==> src/rtl/vga_timing_pkg.sv <==
// Purpose: 640x480@60 VGA timing constants, shared types and small helpers.
// Latency: n/a (package only).
// Backpressure: n/a; the scan runs free at one pixel per clock.
// Contents: H/V visible, porch, sync and total constants, SCREEN_PIXELS,
//           position/address types, and visibility/sync/colour-bar functions.
package vga_timing_pkg;

  localparam int unsigned H_VISIBLE = 640;
  localparam int unsigned H_FRONT   = 16;
  localparam int unsigned H_SYNC    = 96;
  localparam int unsigned H_BACK    = 48;
  localparam int unsigned H_TOTAL   = H_VISIBLE + H_FRONT + H_SYNC + H_BACK;

  localparam int unsigned V_VISIBLE = 480;
  localparam int unsigned V_FRONT   = 10;
  localparam int unsigned V_SYNC    = 2;
  localparam int unsigned V_BACK    = 33;
  localparam int unsigned V_TOTAL   = V_VISIBLE + V_FRONT + V_SYNC + V_BACK;

  localparam int unsigned SCREEN_PIXELS = 307200;
  localparam int unsigned FRAME_CYCLES  = H_TOTAL * V_TOTAL;
  localparam int unsigned BAR_WIDTH     = 80;

  typedef logic [9:0]  cnt_t;
  typedef logic [18:0] addr_t;

  typedef struct packed {
    logic [7:0] r;
    logic [7:0] g;
    logic [7:0] b;
  } rgb_t;

  function automatic logic is_visible(input cnt_t hc, input cnt_t vc);
    return (hc < cnt_t'(H_VISIBLE)) && (vc < cnt_t'(V_VISIBLE));
  endfunction

  // Active-low sync: low only inside the sync pulse window.
  function automatic logic hsync_n(input cnt_t hc);
    return !((hc >= cnt_t'(H_VISIBLE + H_FRONT)) &&
             (hc <  cnt_t'(H_VISIBLE + H_FRONT + H_SYNC)));
  endfunction

  function automatic logic vsync_n(input cnt_t vc);
    return !((vc >= cnt_t'(V_VISIBLE + V_FRONT)) &&
             (vc <  cnt_t'(V_VISIBLE + V_FRONT + V_SYNC)));
  endfunction

  function automatic addr_t pixel_addr(input cnt_t hc, input cnt_t vc);
    return addr_t'(vc) * addr_t'(H_VISIBLE) + addr_t'(hc);
  endfunction

  // Eight 80-pixel bars: white, yellow, cyan, green, magenta, red, blue, black.
  function automatic rgb_t bar_colour(input cnt_t hc);
    logic [2:0] bar;
    logic [2:0] on;
    bar = 3'(hc / cnt_t'(BAR_WIDTH));
    case (bar)
      3'd0:    on = 3'b111;
      3'd1:    on = 3'b110;
      3'd2:    on = 3'b011;
      3'd3:    on = 3'b010;
      3'd4:    on = 3'b101;
      3'd5:    on = 3'b100;
      3'd6:    on = 3'b001;
      default: on = 3'b000;
    endcase
    return '{r: {8{on[2]}}, g: {8{on[1]}}, b: {8{on[0]}}};
  endfunction

endpackage

==> src/rtl/vga_sync_counter.sv <==
// Purpose: free-running hc/vc raster position counter with a programmable start offset.
// Latency: next-cycle position (oHcNext/oVcNext) is combinational from the held count.
// Backpressure: none; advances one position every clock.
// Ports: iClock, iReset (async active-low) -> oHcNext/oVcNext = position of the next cycle.
module vga_sync_counter
  import vga_timing_pkg::*;
#(
  parameter int unsigned START_OFFSET = 0
) (
  input  logic iClock,
  input  logic iReset,
  output cnt_t oHcNext,
  output cnt_t oVcNext
);

  // Start offset is a linear position inside one frame.
  localparam cnt_t START_H = cnt_t'(START_OFFSET % H_TOTAL);
  localparam cnt_t START_V = cnt_t'((START_OFFSET / H_TOTAL) % V_TOTAL);

  cnt_t hc_q, vc_q;
  cnt_t hc_d, vc_d;

  always_comb begin
    hc_d = hc_q + 10'd1;
    vc_d = vc_q;
    if (hc_q == cnt_t'(H_TOTAL - 1)) begin
      hc_d = '0;
      if (vc_q == cnt_t'(V_TOTAL - 1)) vc_d = '0;
      else                             vc_d = vc_q + 10'd1;
    end
  end

  always_ff @(posedge iClock or negedge iReset) begin
    if (!iReset) begin
      hc_q <= START_H;
      vc_q <= START_V;
    end else begin
      hc_q <= hc_d;
      vc_q <= vc_d;
    end
  end

  assign oHcNext = hc_d;
  assign oVcNext = vc_d;

endmodule

==> src/rtl/vga_scan_controller.sv <==
// Purpose: VGA 640x480 scan controller; fetches pixels by linear address and drives DAC + syncs.
// Latency: oAddress leads its driven pixel by PIXEL_LATENCY+1 cycles; all outputs registered.
// Backpressure: none; the renderer must return iPixel exactly PIXEL_LATENCY cycles after oAddress.
// Ports: iClock, iReset (async active-low), iPixel[23:0] RGB888 in, oAddress[18:0] fetch address,
//        oR/oG/oB colour, oHSync/oVSync active-low, oBlankN visible flag, oFrameStart at (0,0).
// Option: VGA_SCAN_TEST_PATTERN_EN adds iTestPattern, replacing visible colour with 8 colour bars.
module vga_scan_controller
  import vga_timing_pkg::*;
#(
  parameter int unsigned PIXEL_LATENCY = 2
) (
  input  logic        iClock,
  input  logic        iReset,
`ifdef VGA_SCAN_TEST_PATTERN_EN
  input  logic        iTestPattern,
`endif
  input  logic [23:0] iPixel,
  output logic [18:0] oAddress,
  output logic [7:0]  oR,
  output logic [7:0]  oG,
  output logic [7:0]  oB,
  output logic        oHSync,
  output logic        oVSync,
  output logic        oBlankN,
  output logic        oFrameStart
);

  // Scanning resumes at the first vertical-blank line, so no partial visible
  // pixel follows a reset. The fetch counter runs PIXEL_LATENCY+1 positions ahead.
  localparam int unsigned DISP_START  = V_VISIBLE * H_TOTAL;
  localparam int unsigned FETCH_START = (DISP_START + PIXEL_LATENCY + 1) % FRAME_CYCLES;

  cnt_t disp_hc_d, disp_vc_d;
  cnt_t fetch_hc_d, fetch_vc_d;

  vga_sync_counter #(.START_OFFSET(DISP_START)) u_disp_cnt (
    .iClock  (iClock),
    .iReset  (iReset),
    .oHcNext (disp_hc_d),
    .oVcNext (disp_vc_d)
  );

  vga_sync_counter #(.START_OFFSET(FETCH_START)) u_fetch_cnt (
    .iClock  (iClock),
    .iReset  (iReset),
    .oHcNext (fetch_hc_d),
    .oVcNext (fetch_vc_d)
  );

  addr_t addr_q, addr_d;
  rgb_t  rgb_q, rgb_d;
  rgb_t  pix_colour;
  logic  disp_vis_d;
  logic  hsync_q, vsync_q, blank_n_q, frame_start_q;

  // Output registers are loaded from the position of the coming cycle, so the
  // registered outputs describe the position of the cycle they appear in.
  // iPixel present now belongs to the address issued PIXEL_LATENCY cycles ago,
  // which is exactly the pixel displayed next cycle.
  always_comb begin
    disp_vis_d = is_visible(disp_hc_d, disp_vc_d);
    pix_colour = rgb_t'(iPixel);
`ifdef VGA_SCAN_TEST_PATTERN_EN
    if (iTestPattern) pix_colour = bar_colour(disp_hc_d);
`endif
    rgb_d = disp_vis_d ? pix_colour : '0;

    // Address only moves during fetch cycles; otherwise it holds.
    addr_d = addr_q;
    if (is_visible(fetch_hc_d, fetch_vc_d)) addr_d = pixel_addr(fetch_hc_d, fetch_vc_d);
  end

  always_ff @(posedge iClock or negedge iReset) begin
    if (!iReset) begin
      addr_q        <= addr_t'(SCREEN_PIXELS - 1);
      rgb_q         <= '0;
      hsync_q       <= 1'b1;
      vsync_q       <= 1'b1;
      blank_n_q     <= 1'b0;
      frame_start_q <= 1'b0;
    end else begin
      addr_q        <= addr_d;
      rgb_q         <= rgb_d;
      hsync_q       <= hsync_n(disp_hc_d);
      vsync_q       <= vsync_n(disp_vc_d);
      blank_n_q     <= disp_vis_d;
      frame_start_q <= (disp_hc_d == '0) && (disp_vc_d == '0);
    end
  end

  assign oAddress    = addr_q;
  assign oR          = rgb_q.r;
  assign oG          = rgb_q.g;
  assign oB          = rgb_q.b;
  assign oHSync      = hsync_q;
  assign oVSync      = vsync_q;
  assign oBlankN     = blank_n_q;
  assign oFrameStart = frame_start_q;

endmodule

==> config.mk <==
export PLATFORM = sky130hd
export DESIGN_NAME = vga_scan_controller
export DESIGN_NICKNAME = d
export VERILOG_FILES = /design/src/rtl/vga_timing_pkg.sv /design/src/rtl/vga_sync_counter.sv /design/src/rtl/vga_scan_controller.sv
export SDC_FILE = /design/constraint.sdc
export NUM_CORES = 1
export LEC_CHECK = 0
export CAP_MARGIN = 25
export CORE_MARGIN = 2
export CORE_UTILIZATION = 48
export DETAILED_ROUTE_END_ITERATION = 8
export GPL_TIMING_DRIVEN = 0
export PLACE_DENSITY = 0.79
export SKIP_CTS_REPAIR_TIMING = 1
export SLEW_MARGIN = 0
export SYNTH_ARGS = -nofsm -noshare
export SYNTH_HDL_FRONTEND = slang
export SYNTH_HIERARCHICAL = 1
export SYNTH_SLANG_ARGS = --single-unit
export TNS_END_PERCENT = 50
==> constraint.sdc <==
create_clock -name iClock -period 3.91 [get_ports iClock]
set_clock_uncertainty 0.15 [all_clocks]
set_input_delay 0.391 -clock iClock [delete_from_list [all_inputs] [get_ports iClock]]
set_output_delay 0.391 -clock iClock [all_outputs]
set_load 0.005 [all_outputs]
==> out/metrics.cfg, run 1 <==
[sta]
setup_tns_ns=0
slew_headroom_pct=55.5
max_freq_mhz=262
hold_viol=0
setup_slack_ns=0.0940
fin_crit_sh_pct=97.6
maxSlewViolCount=0
tightest_slew_ns=0.663
period_needed_ns=3.82
setup_viol_count_final=0

[logic_synthesis]
yosysTopAreaCell=dfrtp_1
yosys-top-cells-area=dfrtp_1, dfstp_2, ha_1
synth_ff_type=dfrtp_1
netlist_top_cells_count=dfrtp_1, nand2_1, dfstp_2, ha_1, xor2_1
yosysTopAreaCellShare_pct=34.1
synth_fp_nets=461
synthCells=408
synthArstFlopShare_pct=100
synth_edf_count=0
synth_cell_types=57
yosysWarnings=6
synth.most_common_cell=dfrtp_1
synth_seq_cells=87
avgSynthCellArea_um2=10.8
synth.cell_area_um2=4410
ys_seq_area_share_pct=50.2

[layout]
fill_cells=679
syn_to_final_growth_pct=30.7
drive_gt1_share_pct=21.2
antennaDiodeCount=0
multi_input_area_um2=2310
final_nets=561
seq_area_um2=2210

[global_route]
antenna_found_initial=0
grt_pass1_wl_um=16000
grt_pass1_vias=3436
overflow=0
grt_use_total_pct=20.1
grt_max_degree=53

[pwr]
p_seq_share_pct=58.0
combPwrFrac_pct=5.2
leakagePower_nw=2.45
p_int_mw=1.22
netSwitchingPower_uw=363
vdd_drop_max_mv=0.183
swShare_pct=23.0
cellPowerDensity_nw_per_um2=274
clockPowerShare_pct=36.8

[run]
drv_cap=0

[detailed_routing]
viasPerCell=5.53
vias=3434
drtIter0Drc=104
drc=0
ant_nets=0
firstDrtPassIters=4
wl_um=9890
post_drt_wl_per_cell_um=15.9

[setup_path]
path_cells=ha_4 -> and4_4 -> and3_4 -> nand3_1 -> o21ai_2 -> ha_1 -> ha_4 -> fa_2 -> a211oi_4 -> nor4b_2 -> or3b_4 -> and4_1 -> o31ai_2
cpMostUsedCell=ha_4
critical_path.top_delay_family=simple AND/OR/NAND/NOR gates
critical_path_buf_inv_count=0
startpoint_type=flip-flop
crit_required_ns=4.03
critical_path.max_fanout=6
path_class=flip-flop to flip-flop
worstPathArrival_ns=3.94
crit_slowest_cell=dfstp_2
max_stage_delay_ns=0.59
critPathCaptureType=flip-flop

[placed_design]
portBuffers=72
gp_congestion=0.808
place_ws_ns=-0.354
dp_hpwl_um=7010

[run_status]
status=finished clean

[cts]
cts.sinks=87
cts_root_buffer=clkbuf_8
path_clk_slew_ns=0.09
htree_levels=3
cts_buffer_depth=2
cts_tree=yes
clock_latency_ns=0.36
cts_made_buffers=9

[die]
die_w_um=99.8
top_level_ports=73
start_util_pct=50.0
rows=34
fp.coreArea_um2=8810
die_h_um=99.8
die_area_um2=9960

[hold_path]
hold_class=flip-flop to flip-flop

-- per-stage QoR --
stage               hold slack [ns]  utilization, %  cells  cell area, um2  power [mW]
detailed placement            0.231            60.0    589            5290        1.02
CTS                          -0.167            62.1    605            5470        1.60
global placement              0.299            59.8    588            5260        1.01
global route                  0.324            65.4    621            5760        1.64
floorplan                   -0.0546               -    408            4410       0.943
finish                        0.314            65.4    621            5760        1.58
-- final timing paths --
kind                                     start           end  slack [ns]  depth (start not counted)
max                        u_fetch_cnt/hc_q[0]  oAddress[18]        0.09                         13
min                                oAddress[7]   oAddress[7]        0.31                          2
max reg2reg                u_fetch_cnt/hc_q[0]  oAddress[18]        0.09                         13
min reg2reg                        oAddress[7]   oAddress[7]        0.31                          2
max in group asynchronous               iReset   oAddress[5]        2.53                          3
min in group asynchronous               iReset         oG[1]        0.41                          2
-- layout by cell type (no fill, tap or decap), types with 3 or more instances in the layout --
cell | synthesis | routed
nor4_1 | 3 | 3
o21ai_1 | 3 | 4
o21ai_0 | 19 | 16
dfrtp_1 | 60 | 60
xor2_1 | 25 | 24
nand4_1 | 16 | 16
nor2_1 | 23 | 19
or4_1 | 4 | 3
and2_1 | 24 | 24
clkbuf_8 | 0 | 10
dfstp_2 | 27 | 27
and3_1 | 9 | 9
xnor2_1 | 11 | 9
inv_1 | 9 | 9
nand3_1 | 20 | 20
nand2b_1 | 3 | 3
nor3_1 | 8 | 8
buf_4 | 0 | 16
nand2_1 | 47 | 47
a21oi_1 | 9 | 7
o21a_1 | 3 | 3
clkdlybuf4s50_1 | 0 | 71
ha_4 | 0 | 3
ha_1 | 25 | 22
clkbuf_1 | 5 | 5
o31ai_1 | 4 | 4
-- flip-flops by register name, summed over array words and instances, names as in the netlist, 8 cells and up --
| name | cells |
|---|---|
| oB | 8 |
| u_fetch_cnt/vc_q | 10 |
| oR | 8 |
| oAddress | 19 |
| u_fetch_cnt/hc_q | 10 |
| u_disp_cnt/hc_q | 10 |
| oG | 8 |
| u_disp_cnt/vc_q | 10 |
-- worst register-to-register path, stage by stage (launching register included) --
cell and delay [ns]:
dfstp_2 0.59, ha_4 0.16, and4_4 0.26, and3_4 0.24, nand3_1 0.11, o21ai_2 0.11
ha_1 0.29, ha_4 0.19, fa_2 0.37, a211oi_4 0.36, nor4b_2 0.09, or3b_4 0.40
and4_1 0.20, o31ai_2 0.21
-- metal layers --
layer	track usage [%]	up-vias	part of all wire (%)
li1	-	1643	-
met1	25.8	1697	44
met2	33.4	84	51
met3	5.22	10	4.2
met4	6.32	0	1.1
met5	0	-	0
-- cell families after synthesis --
group	after synthesis	share of synthesized area [%]
buffers and inverters	16	1.42
AND/OR/NAND/NOR	188	25.0
XOR/XNOR	36	7.15
flip-flops	87	50.2
adder cells (fa/ha/maj)	27	8.01
AO/OA/AOI/OAI	54	8.29
-- power groups by stage --
stage	combinational [mW]	clock [mW]	sequential [mW]
finish	0.0814	0.582	0.916
global route	0.0892	0.635	0.918
CTS	0.0829	0.599	0.916
detailed placement	0.0826	0	0.933
global placement	0.0774	0	0.933
floorplan	0.00791	0	0.935
-- cell type report --
type / instances / area share (%)
Buffer: 6 / 0.413
Clock buffer: 10 / 2.39
Clock inverter: 6 / 0.760
Inverter: 9 / 0.586
Multi-Input combinational cell: 306 / 40.1
Sequential cell: 87 / 38.4
Tap cell: 108 / 2.35
Timing Repair Buffer: 89 / 15.1
Power figures use the tool's default switching activity.
==> run 2: changes to the inputs <==
- CORE_ASPECT_RATIO: default -> 2
==> run 2 against run 1 <==
Net effect:
- setup slack worse by 0.019 ns
- maximum frequency is 0.49% lower
- final cell count is 0.32% higher
- global-route usage is 1.1 points higher
- critical path depth is 2 higher
- flip-flop and latch count stayed put
- highest routed layer unchanged
- largest power group unchanged
- register-to-register slack worse by 0.02 ns
- worst hold slack worse by 0.018 ns
- first-iteration DRC count is 63% higher
- combinational power is 0.7% lower
==> out/metrics.cfg, run 2 (same netlist as run 1, synthesis figures left out) <==
[global_route]
grt_max_degree=75
grt_use_total_pct=21.2
grt_pass1_vias=3585
antenna_found_initial=0
grt_pass1_wl_um=16700
overflow=0

[die]
die_h_um=140
die_area_um2=10000
fp.coreArea_um2=8950
die_w_um=71.8
start_util_pct=49.2
top_level_ports=73
rows=49

[cts]
cts_root_buffer=clkbuf_16
htree_levels=3
path_clk_slew_ns=0.06
cts_buffer_depth=2
cts_made_buffers=9
clock_latency_ns=0.34
cts.sinks=87
cts_tree=yes

[placed_design]
dp_hpwl_um=7730
dp.cells=583
dpl_cell_area_um2=5280
portBuffers=72
gp_congestion=0.835
place_ws_ns=-0.413

[run_status]
status=finished clean

[pwr]
leakagePower_nw=2.54
netSwitchingPower_uw=390
swShare_pct=21.4
finalPower_mw=1.82
clockPowerShare_pct=45.3
combPwrFrac_pct=4.4
p_seq_share_pct=50.3
p_int_mw=1.43
cellPowerDensity_nw_per_um2=306
vdd_drop_max_mv=0.321

[detailed_routing]
drc=0
post_drt_wl_per_cell_um=17.7
ant_nets=0
drtIter0Drc=170
wl_um=11000
viasPerCell=5.74
vias=3576
firstDrtPassIters=4

[layout]
layout_commonest_cell=clkdlybuf4s50_1
seq_area_um2=2210
largest_register_ffs=19
antennaDiodeCount=0
drive_gt1_share_pct=23.8
final_nets=569
final_util_pct=66.7
fill_cells=659
syn_to_final_growth_pct=35.4
multi_input_area_um2=2350
final_cell_mix=clkdlybuf4s50_1, dfrtp_1, nand2_1
final_cell_area_um2=5970
layout.cells.non_filler=623

[setup_path]
critPathCaptureType=flip-flop
startpoint_type=flip-flop
path_cells=inv_2 -> ha_1 -> nor4bb_4 -> nand4_1 -> buf_4 -> nand3_1 -> o21ai_1 -> ha_2 -> ha_4 -> fa_2 -> a211oi_4 -> nor4b_2 -> or3b_4 -> and4_1 -> o31ai_2
crit_slowest_cell=dfrtp_1
max_stage_delay_ns=0.44
crit_required_ns=4.02
path_class=flip-flop to flip-flop
crit_start=u_fetch_cnt/vc_q[1]
critical_path.max_fanout=4
worstPathArrival_ns=3.94
critical_path_buf_inv_count=2
critical_path.top_delay_family=simple AND/OR/NAND/NOR gates
worst_r2r_startpoint=u_fetch_cnt/vc_q[1]

[hold_path]
hold_class=input port to async pin

[sta]
hold_viol=0
setup_tns_ns=0
max_freq_mhz=261
period_needed_ns=3.83
rsz0062_at_grt=true
whs_ns=0.297
slew_headroom_pct=53.9
maxSlewViolCount=0
setup_slack_ns=0.0752
tightest_slew_ns=0.686
fin_crit_sh_pct=98.1
setup_viol_count_final=0

[run]
drv_cap=0

==> run 2: changes by cell type in the layout (fill, tap and decap cells not counted), sizes merged <==
cell	change
clkinv	-2
inv	-1
buf	+8
clkinvlp	+2
clkbuf	+1
==> run 2: area by class of cell <==
class                   count  share of cell area [%]
inverters                   9                   0.566
clock inverters             5                   0.671
plain buffers               6                   0.398
clock buffers              11                    4.24
repair buffers             97                    15.6
multi-input cells         306                    39.4
well taps                 102                    2.14
flip-flops and latches     87                    37.1
==> run 2: routing by layer <==
metal	global-route usage (%)	vias to the layer above	routed length [um]
met5	0	-	0
met4	10.8	0	550
met3	3.62	41	299
met2	40.7	81	6350
met1	20.6	1784	3830
li1	-	1670	-
==> run 2: worst register-to-register path, delay by kind of cell, from the launching register on <==
| kind | cells | cell delay [ns] |
|---|---|---|
| adders and majority gates | 4 | 0.96 |
| and+or+nand+nor | 6 | 1.21 |
| AOI/OAI and AO/OA | 3 | 0.70 |
| buffers and inverters | 2 | 0.30 |
| DFF | 1 | 0.44 |
==> run 2: final timing paths <==
kind | to | slack (ns) | cells after the start
max in group asynchronous | oAddress[15] | 2.67 | 3
worst min-delay path | u_fetch_cnt/vc_q[9] | 0.30 | 2
worst max register to register | oAddress[18] | 0.08 | 15
min in group iClock | oAddress[2] | 0.31 | 2
worst max-delay path | oAddress[18] | 0.08 | 15
worst min register to register | oAddress[2] | 0.31 | 2
==> run 2: power by group through the flow <==
stage               Sequential, mW  Clock [mW]  Combinational (mW)
floorplan                    0.935           0             0.00791
global placement             0.933           0              0.0774
detailed placement           0.933           0              0.0820
CTS                          0.918       0.838              0.0824
global route                 0.918       0.870              0.0890
finish                       0.917       0.826              0.0808
==> run 3: changes to the inputs <==
- CORE_UTILIZATION: 48 -> 45
- PLACE_DENSITY: 0.79 -> 0.75
- SLEW_MARGIN: 0 -> default
==> run 3 against run 2 <==
Net effect:
- sequential share of layout area down 0.14 points
- setup slack worse by 0.064 ns
- final cell count up 3.0%
- design area up 0.38%
- clock-buffer cell count down 2
- wire length up 1.9%
- flip-flop and latch count unchanged
- non-clock buffer count down 11
- first-iteration DRC count down 12%
- total power up 3.7%
==> out/metrics.cfg, run 3 (same netlist as run 1, synthesis figures left out) <==
[detailed_routing]
firstDrtPassIters=5
viasPerCell=5.39
wl_um=11200
post_drt_wl_per_cell_um=17.5
vias=3458
drc=0
ant_nets=0
drtIter0Drc=150

[layout]
seq_area_um2=2210
final_cell_area_um2=5990
drive_gt1_share_pct=22.5
layout.cells.non_filler=642
antennaDiodeCount=0
final_util_pct=62.2
final_nets=558
layout_commonest_cell=clkdlybuf4s50_1
fill_cells=756
final_cell_mix=clkdlybuf4s50_1, dfrtp_1, nand2_1
largest_register_ffs=19
syn_to_final_growth_pct=35.9
multi_input_area_um2=2400

[global_route]
grt_max_degree=73
antenna_found_initial=0
grt_use_total_pct=20.8
grt_pass1_vias=3567
overflow=0
grt_pass1_wl_um=16800

[run_status]
status=finished clean

[setup_path]
crit_required_ns=4.03
critical_path_buf_inv_count=0
cpMostUsedCell=ha_4
path_cells=ha_4 -> and4_4 -> nand4_1 -> xor2_1 -> nor2_2 -> ha_4 -> ha_4 -> fa_2 -> a211oi_4 -> nor2_1 -> o311ai_1 -> nand2_1 -> and4_1 -> o31ai_2
critical_path.top_delay_family=simple AND/OR/NAND/NOR gates
max_stage_delay_ns=0.59
path_class=flip-flop to flip-flop
worstPathArrival_ns=4.01
critPathCaptureType=flip-flop
crit_slowest_cell=dfstp_2
startpoint_type=flip-flop
critical_path.max_fanout=6

[placed_design]
gp_congestion=0.874
dp_hpwl_um=7870
place_ws_ns=-0.412
portBuffers=72
dp.cells=613
dpl_cell_area_um2=5320

[cts]
cts_buffer_depth=2
cts_root_buffer=clkbuf_16
clock_latency_ns=0.34
htree_levels=3
cts_made_buffers=9
cts_tree=yes
cts.sinks=87
path_clk_slew_ns=0.07

[hold_path]
hold_class=input port to async pin

[sta]
tightest_slew_ns=0.661
maxSlewViolCount=0
max_freq_mhz=256
setup_viol_count_final=0
whs_ns=0.307
setup_slack_ns=0.0111
setup_tns_ns=0
period_needed_ns=3.90
rsz0062_at_grt=true
fin_crit_sh_pct=99.7
hold_viol=0
slew_headroom_pct=55.8

[die]
die_h_um=144
start_util_pct=45.7
top_level_ports=73
fp.coreArea_um2=9640
die_area_um2=10600
rows=51
die_w_um=74.0

[pwr]
leakagePower_nw=2.49
combPwrFrac_pct=4.4
clockPowerShare_pct=47.2
vdd_drop_max_mv=0.237
cellPowerDensity_nw_per_um2=316
swShare_pct=22.1
netSwitchingPower_uw=419
p_int_mw=1.47
finalPower_mw=1.89
p_seq_share_pct=48.5

[run]
drv_cap=0

==> run 3: routing by layer <==
layer	up-vias	global-route usage (%)	wire, um
met1	1717	20.0	3790
li1	1636	-	-
met3	32	4.00	349
met2	73	39.1	6620
met4	0	11.7	490
met5	-	0	0
==> run 3: layout make-up <==
class                      instances  area share [%]
buffer                             6           0.397
clock buffer                       9            3.76
clock inverter                     7            1.42
inverter                           9           0.564
multi-input combinational        306            40.1
sequential                        87            36.9
tap                              132            2.76
timing repair buffer              86            14.1
==> run 3: worst register-to-register path, delay by kind of cell, from the launching register on <==
kind / cells / cell delay [ns]
AND/OR/NAND/NOR: 6 / 1.16
adder cells (fa/ha/maj): 4 / 0.98
AO/OA/AOI/OAI: 3 / 0.74
flip-flops: 1 / 0.59
XOR/XNOR: 1 / 0.21
==> run 3: path summary, 6_finish.rpt <==
check | start | to | slack (ns) | cells past startpoint
max in group asynchronous | iReset | oVSync | 2.65 | 3
worst min register to register | oAddress[2] | oAddress[2] | 0.31 | 2
worst max-delay path | u_fetch_cnt/hc_q[0] | oAddress[18] | 0.01 | 14
worst min-delay path | iReset | u_fetch_cnt/vc_q[9] | 0.31 | 2
worst max register to register | u_fetch_cnt/hc_q[0] | oAddress[18] | 0.01 | 14
min in group iClock | oAddress[2] | oAddress[2] | 0.31 | 2
==> run 3: power by group through the flow <==
stage	Sequential, mW	Clock, mW	Combinational (mW)
finish	0.917	0.893	0.0826
global route	0.917	0.946	0.0900
CTS	0.917	0.911	0.0841
detailed placement	0.933	0	0.0837
global placement	0.933	0	0.0780
floorplan	0.935	0	0.00791
